--- src/rtl/axis_engine_pkg.sv ---
// Shared types and helpers for the AXI-Stream test engine: pattern modes, master FSM
// states and the byte-replicated word builder.
package axis_engine_pkg;

    localparam int unsigned MaxDataWidth = 128;

    typedef enum logic [1:0] {
        MODE_INCR  = 2'd0,
        MODE_FIXED = 2'd1,
        MODE_REPL  = 2'd2
    } mode_e;

    typedef enum logic [1:0] {
        IDLE = 2'd0,
        RUN  = 2'd1,
        DONE = 2'd2
    } mst_state_e;

    // Callers truncate to their own data width.
    function automatic logic [MaxDataWidth-1:0] repl_word(input logic [7:0] lane);
        return {(MaxDataWidth / 8){lane}};
    endfunction

endpackage

--- src/rtl/axis_capture_buffer.sv ---
// Slave-side capture: accepts one tlast-terminated packet into a strobe-masked buffer
// and exposes count/done/overflow status plus a registered read port.
module axis_capture_buffer
    import axis_engine_pkg::*;
#(
    parameter int unsigned DATA_WIDTH = 32,
    parameter int unsigned CAP_DEPTH  = 16,
    localparam int unsigned CNT_W     = $clog2(CAP_DEPTH + 1),
    localparam int unsigned IDX_W     = $clog2(CAP_DEPTH),
    localparam int unsigned STRB_W    = DATA_WIDTH / 8
) (
    input  logic                  clk_i,
    input  logic                  rst_i,
    input  logic                  clear_i,
    input  logic [DATA_WIDTH-1:0] tdata_i,
    input  logic [STRB_W-1:0]     tstrb_i,
    input  logic                  tvalid_i,
    input  logic                  tlast_i,
    output logic                  tready_o,
    output logic [CNT_W-1:0]      count_o,
    output logic                  done_o,
    output logic                  overflow_o,
    input  logic [IDX_W-1:0]      rd_index_i,
    output logic [DATA_WIDTH-1:0] rd_data_o
);

    logic [DATA_WIDTH-1:0] mem_q [CAP_DEPTH];
    logic [CNT_W-1:0]      count_q, count_d;
    logic                  done_q, done_d;
    logic                  ovf_q, ovf_d;
    logic                  ready_q, ready_d;
    logic [DATA_WIDTH-1:0] rd_data_q, rd_data_d;
    logic [DATA_WIDTH-1:0] wdata;
    logic [IDX_W-1:0]      waddr;
    logic                  hs, full, we;

    always_comb begin
        wdata = '0;
        for (int b = 0; b < STRB_W; b++) begin
            wdata[b*8 +: 8] = tstrb_i[b] ? tdata_i[b*8 +: 8] : 8'h00;
        end
    end

    // A beat coinciding with clear is discarded.
    assign hs    = tvalid_i && ready_q && !clear_i;
    assign full  = (count_q == CNT_W'(CAP_DEPTH));
    assign we    = hs && !full;
    assign waddr = count_q[IDX_W-1:0];

    always_comb begin
        count_d = count_q;
        done_d  = done_q;
        ovf_d   = ovf_q;
        if (clear_i) begin
            count_d = '0;
            done_d  = 1'b0;
            ovf_d   = 1'b0;
        end else if (hs) begin
            if (full) begin
                ovf_d = 1'b1;
            end else begin
                count_d = count_q + CNT_W'(1);
            end
            if (tlast_i) begin
                done_d = 1'b1;
            end
        end
        ready_d = !done_d;

        // Bypass so a read of the word being written returns the new data.
        rd_data_d = '0;
        if (CNT_W'(rd_index_i) < count_d) begin
            rd_data_d = (we && (rd_index_i == waddr)) ? wdata : mem_q[rd_index_i];
        end
    end

    always_ff @(posedge clk_i) begin
        if (rst_i) begin
            count_q   <= '0;
            done_q    <= 1'b0;
            ovf_q     <= 1'b0;
            ready_q   <= 1'b0;
            rd_data_q <= '0;
        end else begin
            count_q   <= count_d;
            done_q    <= done_d;
            ovf_q     <= ovf_d;
            ready_q   <= ready_d;
            rd_data_q <= rd_data_d;
        end
    end

    always_ff @(posedge clk_i) begin
        if (we) begin
            mem_q[waddr] <= wdata;
        end
    end

    assign tready_o   = ready_q;
    assign count_o    = count_q;
    assign done_o     = done_q;
    assign overflow_o = ovf_q;
    assign rd_data_o  = rd_data_q;

endmodule

--- src/rtl/axis_stream_engine.sv ---
// AXI-Stream test engine: programmable-pattern burst master plus an independent
// packet capture slave, both controlled from the AXI-Lite register file.
module axis_stream_engine
    import axis_engine_pkg::*;
#(
    parameter int unsigned DATA_WIDTH = 32,
    parameter int unsigned MAX_BURST  = 256,
    parameter int unsigned CAP_DEPTH  = 16,
    localparam int unsigned LEN_W     = $clog2(MAX_BURST + 1),
    localparam int unsigned CNT_W     = $clog2(CAP_DEPTH + 1),
    localparam int unsigned IDX_W     = $clog2(CAP_DEPTH),
    localparam int unsigned STRB_W    = DATA_WIDTH / 8
) (
    input  logic                  ACLK,
    input  logic                  ARESET,
    input  logic                  cfg_start,
    input  logic                  cfg_clear,
    input  logic [1:0]            cfg_mode,
    input  logic [DATA_WIDTH-1:0] cfg_base,
    input  logic [DATA_WIDTH-1:0] cfg_step,
    input  logic [LEN_W-1:0]      cfg_len,
    output logic [DATA_WIDTH-1:0] m_axis_tdata,
    output logic [STRB_W-1:0]     m_axis_tstrb,
    output logic                  m_axis_tvalid,
    output logic                  m_axis_tlast,
    input  logic                  m_axis_tready,
    input  logic [DATA_WIDTH-1:0] s_axis_tdata,
    input  logic [STRB_W-1:0]     s_axis_tstrb,
    input  logic                  s_axis_tvalid,
    input  logic                  s_axis_tlast,
    output logic                  s_axis_tready,
    output logic                  mst_busy,
    output logic                  mst_done,
    output logic [CNT_W-1:0]      cap_count,
    output logic                  cap_done,
    output logic                  cap_overflow,
    input  logic [IDX_W-1:0]      rd_index,
    output logic [DATA_WIDTH-1:0] rd_data
);

    mst_state_e            state_q, state_d;
    logic [1:0]            mode_q, mode_d;
    logic [DATA_WIDTH-1:0] data_q, data_d;
    logic [DATA_WIDTH-1:0] step_q, step_d;
    logic [7:0]            lane_q, lane_d;
    logic [LEN_W-1:0]      len_q, len_d;
    logic [LEN_W-1:0]      cnt_q, cnt_d;
    logic                  done_q, done_d;
    logic                  last_beat;

    assign last_beat = (cnt_q == len_q - LEN_W'(1));

    // data_q always holds the word on the bus; INCR accumulates into it directly.
    always_comb begin
        state_d = state_q;
        mode_d  = mode_q;
        data_d  = data_q;
        step_d  = step_q;
        lane_d  = lane_q;
        len_d   = len_q;
        cnt_d   = cnt_q;
        done_d  = done_q;

        unique case (state_q)
            IDLE, DONE: begin
                if (cfg_start && (cfg_len != '0)) begin
                    state_d = RUN;
                    mode_d  = cfg_mode;
                    step_d  = cfg_step;
                    len_d   = cfg_len;
                    cnt_d   = '0;
                    done_d  = 1'b0;
                    lane_d  = cfg_base[7:0];
                    data_d  = (cfg_mode == MODE_REPL) ?
                              DATA_WIDTH'(repl_word(cfg_base[7:0])) : cfg_base;
                end
            end
            RUN: begin
                if (m_axis_tready) begin
                    if (last_beat) begin
                        state_d = DONE;
                        done_d  = 1'b1;
                    end else begin
                        cnt_d  = cnt_q + LEN_W'(1);
                        lane_d = lane_q + 8'd1;
                        case (mode_q)
                            MODE_FIXED: data_d = data_q;
                            MODE_REPL:  data_d = DATA_WIDTH'(repl_word(lane_q + 8'd1));
                            default:    data_d = data_q + step_q;
                        endcase
                    end
                end
            end
            default: state_d = IDLE;
        endcase

        if (cfg_clear) begin
            state_d = IDLE;
            done_d  = 1'b0;
        end
    end

    always_ff @(posedge ACLK) begin
        if (ARESET) begin
            state_q <= IDLE;
            mode_q  <= '0;
            data_q  <= '0;
            step_q  <= '0;
            lane_q  <= '0;
            len_q   <= '0;
            cnt_q   <= '0;
            done_q  <= 1'b0;
        end else begin
            state_q <= state_d;
            mode_q  <= mode_d;
            data_q  <= data_d;
            step_q  <= step_d;
            lane_q  <= lane_d;
            len_q   <= len_d;
            cnt_q   <= cnt_d;
            done_q  <= done_d;
        end
    end

    assign m_axis_tvalid = (state_q == RUN);
    assign m_axis_tdata  = data_q;
    assign m_axis_tstrb  = {STRB_W{m_axis_tvalid}};
    assign m_axis_tlast  = m_axis_tvalid && last_beat;
    assign mst_busy      = m_axis_tvalid;
    assign mst_done      = done_q;

    axis_capture_buffer #(
        .DATA_WIDTH (DATA_WIDTH),
        .CAP_DEPTH  (CAP_DEPTH)
    ) u_capture (
        .clk_i      (ACLK),
        .rst_i      (ARESET),
        .clear_i    (cfg_clear),
        .tdata_i    (s_axis_tdata),
        .tstrb_i    (s_axis_tstrb),
        .tvalid_i   (s_axis_tvalid),
        .tlast_i    (s_axis_tlast),
        .tready_o   (s_axis_tready),
        .count_o    (cap_count),
        .done_o     (cap_done),
        .overflow_o (cap_overflow),
        .rd_index_i (rd_index),
        .rd_data_o  (rd_data)
    );

endmodule

--- config.mk ---
export PLATFORM = sky130hd
export DESIGN_NAME = axis_stream_engine
export DESIGN_NICKNAME = d
export VERILOG_FILES = /design/src/rtl/axis_engine_pkg.sv /design/src/rtl/axis_capture_buffer.sv /design/src/rtl/axis_stream_engine.sv
export SDC_FILE = /design/constraint.sdc
export NUM_CORES = 1
export LEC_CHECK = 0
export ABC_AREA = 1
export ABC_CLOCK_PERIOD_IN_PS = 4890
export BUFFER_PORTS_ARGS = -buffer_cell sky130_fd_sc_hd__buf_2
export CAP_MARGIN = 20
export CORE_MARGIN = 2
export CORE_UTILIZATION = 30
export DETAILED_ROUTE_END_ITERATION = 10
export PLACE_DENSITY = 0.47
export SYNTH_ARGS = -nofsm -noshare
export SYNTH_HDL_FRONTEND = slang
export SYNTH_HIERARCHICAL = 1
export SYNTH_SLANG_ARGS = --single-unit
--- constraint.sdc ---
create_clock -name ACLK -period 4.89 [get_ports ACLK]
set_clock_uncertainty 0.1 [all_clocks]
set_input_delay 0.7335 -clock ACLK [delete_from_list [all_inputs] [get_ports ACLK]]
set_output_delay 0.7335 -clock ACLK [all_outputs]
set_load 0.05 [all_outputs]
# After elaboration in Yosys (flattened, before gate mapping)
# Memory sizes are Yosys's and may differ from the RTL's. A register that Yosys moved wholly into a read port is not among the register bits.
# Index checks and enable logic that the tools add are counted.
[op_classes]
bitwise = 1
muxes = 34
n_shift = 0
n_eq_ne = 12
addsub = 5
n_reduce_logical = 20
mul = 0
div_mod_pow = 0
n_lt_le_gt_ge = 1
[op_table]
columns = ["op", "count"]
rows = [
  ["2-to-1 mux 32 bit", 4],
  ["case mux 32 bit (2 select lines)", 2],
  ["2-to-1 mux 8 bit", 7],
  ["adder 32 bit", 1],
  ["2-to-1 mux 9 bit", 3],
  ["case mux 9 bit (2 select lines)", 1],
  ["case mux 8 bit (2 select lines)", 1],
  ["2-to-1 mux 5 bit", 3],
  ["adder 9 x 1 -> 9 bit, second input constant", 1],
  ["== test 9 bit", 1],
  ["nonzero test 9 bit", 1],
  ["subtractor 9 x 1 -> 9 bit, second input constant", 1],
  ["adder 8 x 1 -> 8 bit, second input constant", 1],
  ["2-to-1 mux 1 bit", 8],
  ["AND reduction 4 bit", 2],
  ["== test 2 bit, second input constant", 3],
  ["2-to-1 mux 2 bit", 3],
  ["!= test 2 bit, second input constant", 3],
  ["OR reduction 2 bit", 3],
  ["adder 5 x 1 -> 5 bit, second input constant", 1],
  ["== test 5 bit, second input constant", 1],
  ["logical AND 1 bit", 5],
  ["less-than comparator 4 x 5 -> 1 bit", 1],
  ["AND reduction 5 bit", 1],
  ["other kinds (10)", 15],
]
[word_totals]
latchBits = 0
romBits = 0
in_bits = 122
ram_bits = 512
reg_bits = 103
mem_count = 1
[mem_list]
columns = ["memory", "words", "width", "rd", "rd_ports_with_merged_regs", "wr", "line_no", "rtl"]
rows = [
  ["u_capture.mem_q", 16, 32, 1, 1, 1, "axis_capture_buffer.sv:27", "logic [DATA_WIDTH-1:0] mem_q [CAP_DEPTH];"],
]

# Logic depth before layout (Yosys ltp)
[depth]
word_depth = 7
ltp_mapped = 16

# Modules after synthesis
# The synthesis kept the hierarchy.
[by_module_without_submodules]
columns = ["module", "instances", "area_each_um2", "cells_each"]
rows = [
  ["axis_capture_buffer", 1, 23105.9, 2188],
  ["axis_stream_engine", 1, 7146.9, 1247],
]

# Worst setup path after synthesis
# No wires, ideal clock.
[synth_path]
kind = "reg2reg"
start = "register u_capture.count_q[0], in the netlist u_capture/count_o[0]"
end = "memory u_capture.mem_q[3][0] (enable)"
path_slack_ps = 775
n_path_buf = 0
path_stages_with_launch = 6
t_arrival_ps = 3554
required_time_ps = 4329
path_cell_list = "dfxtp_1 inv_1 ha_1 nand3_1 nand2_1 nor3_1"
[synth_via]
elab_chain_len = 5
[synth_lines]
columns = ["item", "line_no", "rtl"]
rows = [
  ["start, declared", "axis_capture_buffer.sv:28", "logic [CNT_W-1:0] count_q, count_d;"],
  ["start signal, assigned", "axis_capture_buffer.sv:85", "count_q <= count_d;"],
  ["== test 5 bit", "axis_capture_buffer.sv:46", "assign full = (count_q == CNT_W'(CAP_DEPTH));"],
  ["zero test 1 bit", "axis_capture_buffer.sv:47", "assign we = hs && !full;"],
  ["logical AND 1 bit", "axis_capture_buffer.sv:47", ""],
  ["2-to-1 mux 1 bit", "axis_capture_buffer.sv:94", "if (we) begin"],
  ["2-to-1 mux 1 bit (implied by the code)", "axis_capture_buffer.sv:95", "mem_q[waddr] <= wdata;"],
  ["end, declared", "axis_capture_buffer.sv:27", ""],
]
# Parallel ways exist; a longest one is shown, timed or not.

# Worst setup path after layout
[layout_path]
start = "register state_q[0]"
end = "output m_axis_tlast"
[layout_via]
elab_chain_len = 2
[layout_lines]
columns = ["item", "line_no", "rtl"]
rows = [
  ["start, declared", "axis_stream_engine.sv:41", "mst_state_e state_q, state_d;"],
  ["start signal, assigned", "axis_stream_engine.sv:114", "state_q <= state_d;"],
  ["== test 2 x 1 -> 1 bit", "axis_stream_engine.sv:125", "assign m_axis_tvalid = (state_q == RUN);"],
  ["logical AND 1 bit", "axis_stream_engine.sv:128", "assign m_axis_tlast = m_axis_tvalid && last_beat;"],
  ["end, declared", "axis_stream_engine.sv:25", "output logic m_axis_tlast,"],
]
# No other way between the ends.

==> impl_metrics.csv <==
group,metric,value,unit
power_and_ir_drop,total_leakage_power,15.03,nW
global_route,grt_pass1_vias,22170,
floorplan,die_x,321.6,um
drt,ant_nets,0,
placement,dp_hpwl,59590,um
critical_path,r2r_cells,13,
placement,port_buffers,201,
drt,drc,0,
critical_path,cp_slowest_stage_delay,510,ps
drt,first_pass_iters,5,
global_route,grt_max_degree,185,
drt,route.vias.total,23400,
logic_synthesis,syn_inst,3435,
cells_and_area,num_antenna_cells,0,
clock_network,cts_root_buf,"clkbuf_16",
placement,dp_cells,4815,
placement,gp_congestion,0.9114,
logic_synthesis,synth_nets,3599,
critical_path,crit_type,"reg -> out",
clock_network,cts_buffers,77,
drt,wirelength,96920,um
logic_synthesis,ys_seq_area_share,59.75,%
sta,slew_headroom,25.45,%
clock_network,cts_tree,"done",
logic_synthesis,netlist_area,30250,um2
sta,hold_viol,0,
critical_path,worstPathArrival,2560,ps
drt,drtIter0Drc,1753,
floorplan,fp-row-count,116,
clock_network,clk_path_buf_depth,3,
job,drv_cap,0,
global_route,grt_first_pass_wirelength,143200,um
logic_synthesis,synth_cell_types,34,
global_route,overflow,0,
cells_and_area,fin_nets,3761,
sta,fin_crit,3392,ps
floorplan,dieHeight,321.6,um
cells_and_area,area_growth,15.82,%
clock_network,clk_latency,650,ps
cells_and_area,register_area,18080,um2
sta,drv_slew,0,
clock_network,cts.clk_slew.worst_paths,60,ps
floorplan,core-area,100000,um2
min_path,worstHoldStart,"cfg_step[21]",
clock_network,cts_hold_buf,0,
min_path,worst_hold_path.endpoint,"step_q[21]$_SDFFE_PP0P_",
sta,layout_setup_ws,1498,ps
run_status,outcome,"finished, final reports clean",
drt,viasPerCell,4.720,
clock_network,cts_repair_resize_count,0,
critical_path,setup.worst_path.start_class,"flip-flop",
logic_synthesis,ys_warn_count,6,
min_path,holdPathStages,3,
cells_and_area,multi_input_area,10280,um2
cells_and_area,layout.cells.non_filler,4957,
power_and_ir_drop,power_density,375.2,nW/um2
critical_path,r2r_slack,1720,ps
critical_path,cp.required,4060,ps
floorplan,start_util,30.25,%
clock_network,cts_setup_buffers,0,
critical_path,path_cells,"inv_1 -> nor2_4 -> buf_4 -> inv_1 -> nor2_4 -> buf_2",
global_route,antenna_found_initial,2,
drt,wl_per_cell,19.55,um
critical_path,end_kind,"output port",
sta,fmax,0.2948,GHz
critical_path,crit_fanout,31,
power_and_ir_drop,power,13.15,mW
logic_synthesis,syn-mean-instance-area,8.807,um2
clock_network,cts.sinks,647,
floorplan,die-area,103400,um2
power_and_ir_drop,ir_worst_vdd,0.0003016,V
placement,pre_cts_slack,1294,ps
sta,rsz0062_at_grt,"false",
min_path,hp-class,"in -> reg",
sta,tightest_slew,1118,ps
sta,setup_viol,0,
critical_path,cpLargestDelayFamily,"buffers and inverters",
sta,finalSetupTns,0,ps
cells_and_area,fillCellCount,10260,
floorplan,io_pins,202,
critical_path,critPathBufInv,4,
clock_network,htree_levels,3,
critical_path,r2r_end,"m_axis_tdata[13]$_SDFFE_PP0P_",
sta,hold_ws,235.7,ps
critical_path,worst_path_max_delay_cell,"inv_1",
cells_and_area,drive_gt1_share,11.56,%
critical_path,r2r-start,"state_q[0]$_SDFFE_PP0P_",
critical_path,crit_path_start,"state_q[0]$_SDFFE_PP0P_",
logic_synthesis,ys_seq_elements,647,
global_route,grt_use_total,18.54,%
sta,fin_crit_sh,69.36,%
[sequential cells by signal, indices dropped and copies added, names as in the netlist]
register	flops
mode_q	2
u_capture/overflow_o	1
u_capture/tready_o	1
len_q	9
lane_q	8
u_capture/done_o	1
m_axis_tdata	32
state_q	2
u_capture/rd_data_o	32
u_capture/mem_q	512
u_capture/count_o	5
step_q	32
mst_done	1
cnt_q	9
[report_power, final]
part | internal [mW] | total (mW) | switching, mW | leakage, nW
clock network | 3.34 | 5.69 | 2.35 | 1.20
registers | 6.01 | 6.08 | 0.0706 | 5.78
logic | 0.370 | 1.37 | 0.998 | 8.04
[worst register-to-register path: stages (launching register included)]
cell,delay [ps]
dfxtp_1,300
inv_1,130
nor2_4,40
buf_4,210
inv_1,790
nor2_1,160
inv_1,120
nand2_1,100
nor2_1,140
inv_1,90
nor2_4,340
buf_4,330
nand3_1,130
a21oi_1,140
[synthesized netlist by cell type]
| cell | n | area [um2] |
|---|---|---|
| inv_1 | 282 | 1059 |
| o21ai_0 | 74 | 370.4 |
| o21ai_1 | 10 | 50.05 |
| nor2_4 | 5 | 56.30 |
| nand2_2 | 4 | 25.02 |
| nor2_2 | 16 | 100.1 |
| nand2_1 | 1371 | 5146 |
| a21o_1 | 2 | 15.01 |
| ha_1 | 41 | 513.0 |
| nor3_1 | 13 | 65.06 |
| dfxtp_1 | 135 | 2703 |
| buf_6 | 20 | 225.2 |
| inv_2 | 8 | 30.03 |
| nor2_1 | 234 | 878.3 |
| a21oi_2 | 1 | 8.760 |
| nand3_2 | 3 | 30.03 |
| clkbuf_1 | 56 | 210.2 |
| a31oi_1 | 3 | 18.77 |
| xnor2_1 | 7 | 61.31 |
| fa_1 | 1 | 20.02 |
| o21bai_1 | 2 | 15.01 |
| buf_1 | 15 | 56.30 |
| or2_2 | 8 | 50.05 |
| buf_2 | 62 | 310.3 |
| a21oi_1 | 137 | 685.7 |
| clkinv_1 | 1 | 3.750 |
| and2_1 | 4 | 25.02 |
| nand3b_1 | 5 | 37.54 |
| inv_4 | 1 | 6.260 |
| edfxtp_1 | 512 | 15370 |
| buf_4 | 14 | 105.1 |
| nand4_1 | 12 | 75.07 |
| xor2_1 | 11 | 96.34 |
| nand3_1 | 365 | 1827 |
[how the worst max path moves through the flow]
stage,end,depth (start not counted)
6_report,m_axis_tlast,6
3_5_place_dp,u_capture/mem_q[14][4]$_DFFE_PP_,8
3_3_place_gp,u_capture/mem_q[14][4]$_DFFE_PP_,8
4_1_cts,m_axis_tlast,6
5_1_grt,m_axis_tlast,6
2_1_floorplan,u_capture/mem_q[3][0]$_DFFE_PP_,5
[final cells by class]
cell class | instances | area share [%]
clock buffers | 114 | 6.181
clock inverters | 27 | 0.8713
inverters | 292 | 3.157
multi-input cells | 2329 | 29.35
flip-flops and latches | 647 | 51.59
well taps | 1298 | 4.635
repair buffers | 250 | 4.217
[cells by family (layout without fill, tap and decap cells)]
family / after synthesis / count (layout) / share of synthesized area, %
compound gates: 229 / 229 / 3.846
buf+inv: 459 / 683 / 6.630
flops: 647 / 647 / 59.75
xor+xnor: 18 / 18 / 0.5211
simple gates: 2040 / 2040 / 27.49
fa+ha+maj: 42 / 42 / 1.762
[metal layers]
layer	track usage, %	wire length (um)
met2	29.29	44220
met5	0	11
met1	25.71	44790
met3	2.855	4788
met4	6.698	3114
[layout by cell type (no fill, tap or decap), types with 41 or more instances in the layout]
cell,instances
a21oi_1,137
buf_2,198
buf_4,43
clkbuf_16,77
dfxtp_1,135
edfxtp_1,512
ha_1,41
inv_1,280
nand2_1,1371
nand3_1,364
nor2_1,221
o21ai_0,74
[stage by stage]
step | instance area [um2] | utilization [%]
6_report | 35040 | 35.04
5_1_grt | 35040 | 35.04
4_1_cts | 35010 | 35.01
3_5_place_dp | 32540 | 32.54
3_3_place_gp | 32530 | 32.53
2_1_floorplan | 30250 | -
Note: power is estimated with default switching activity, not from simulation.
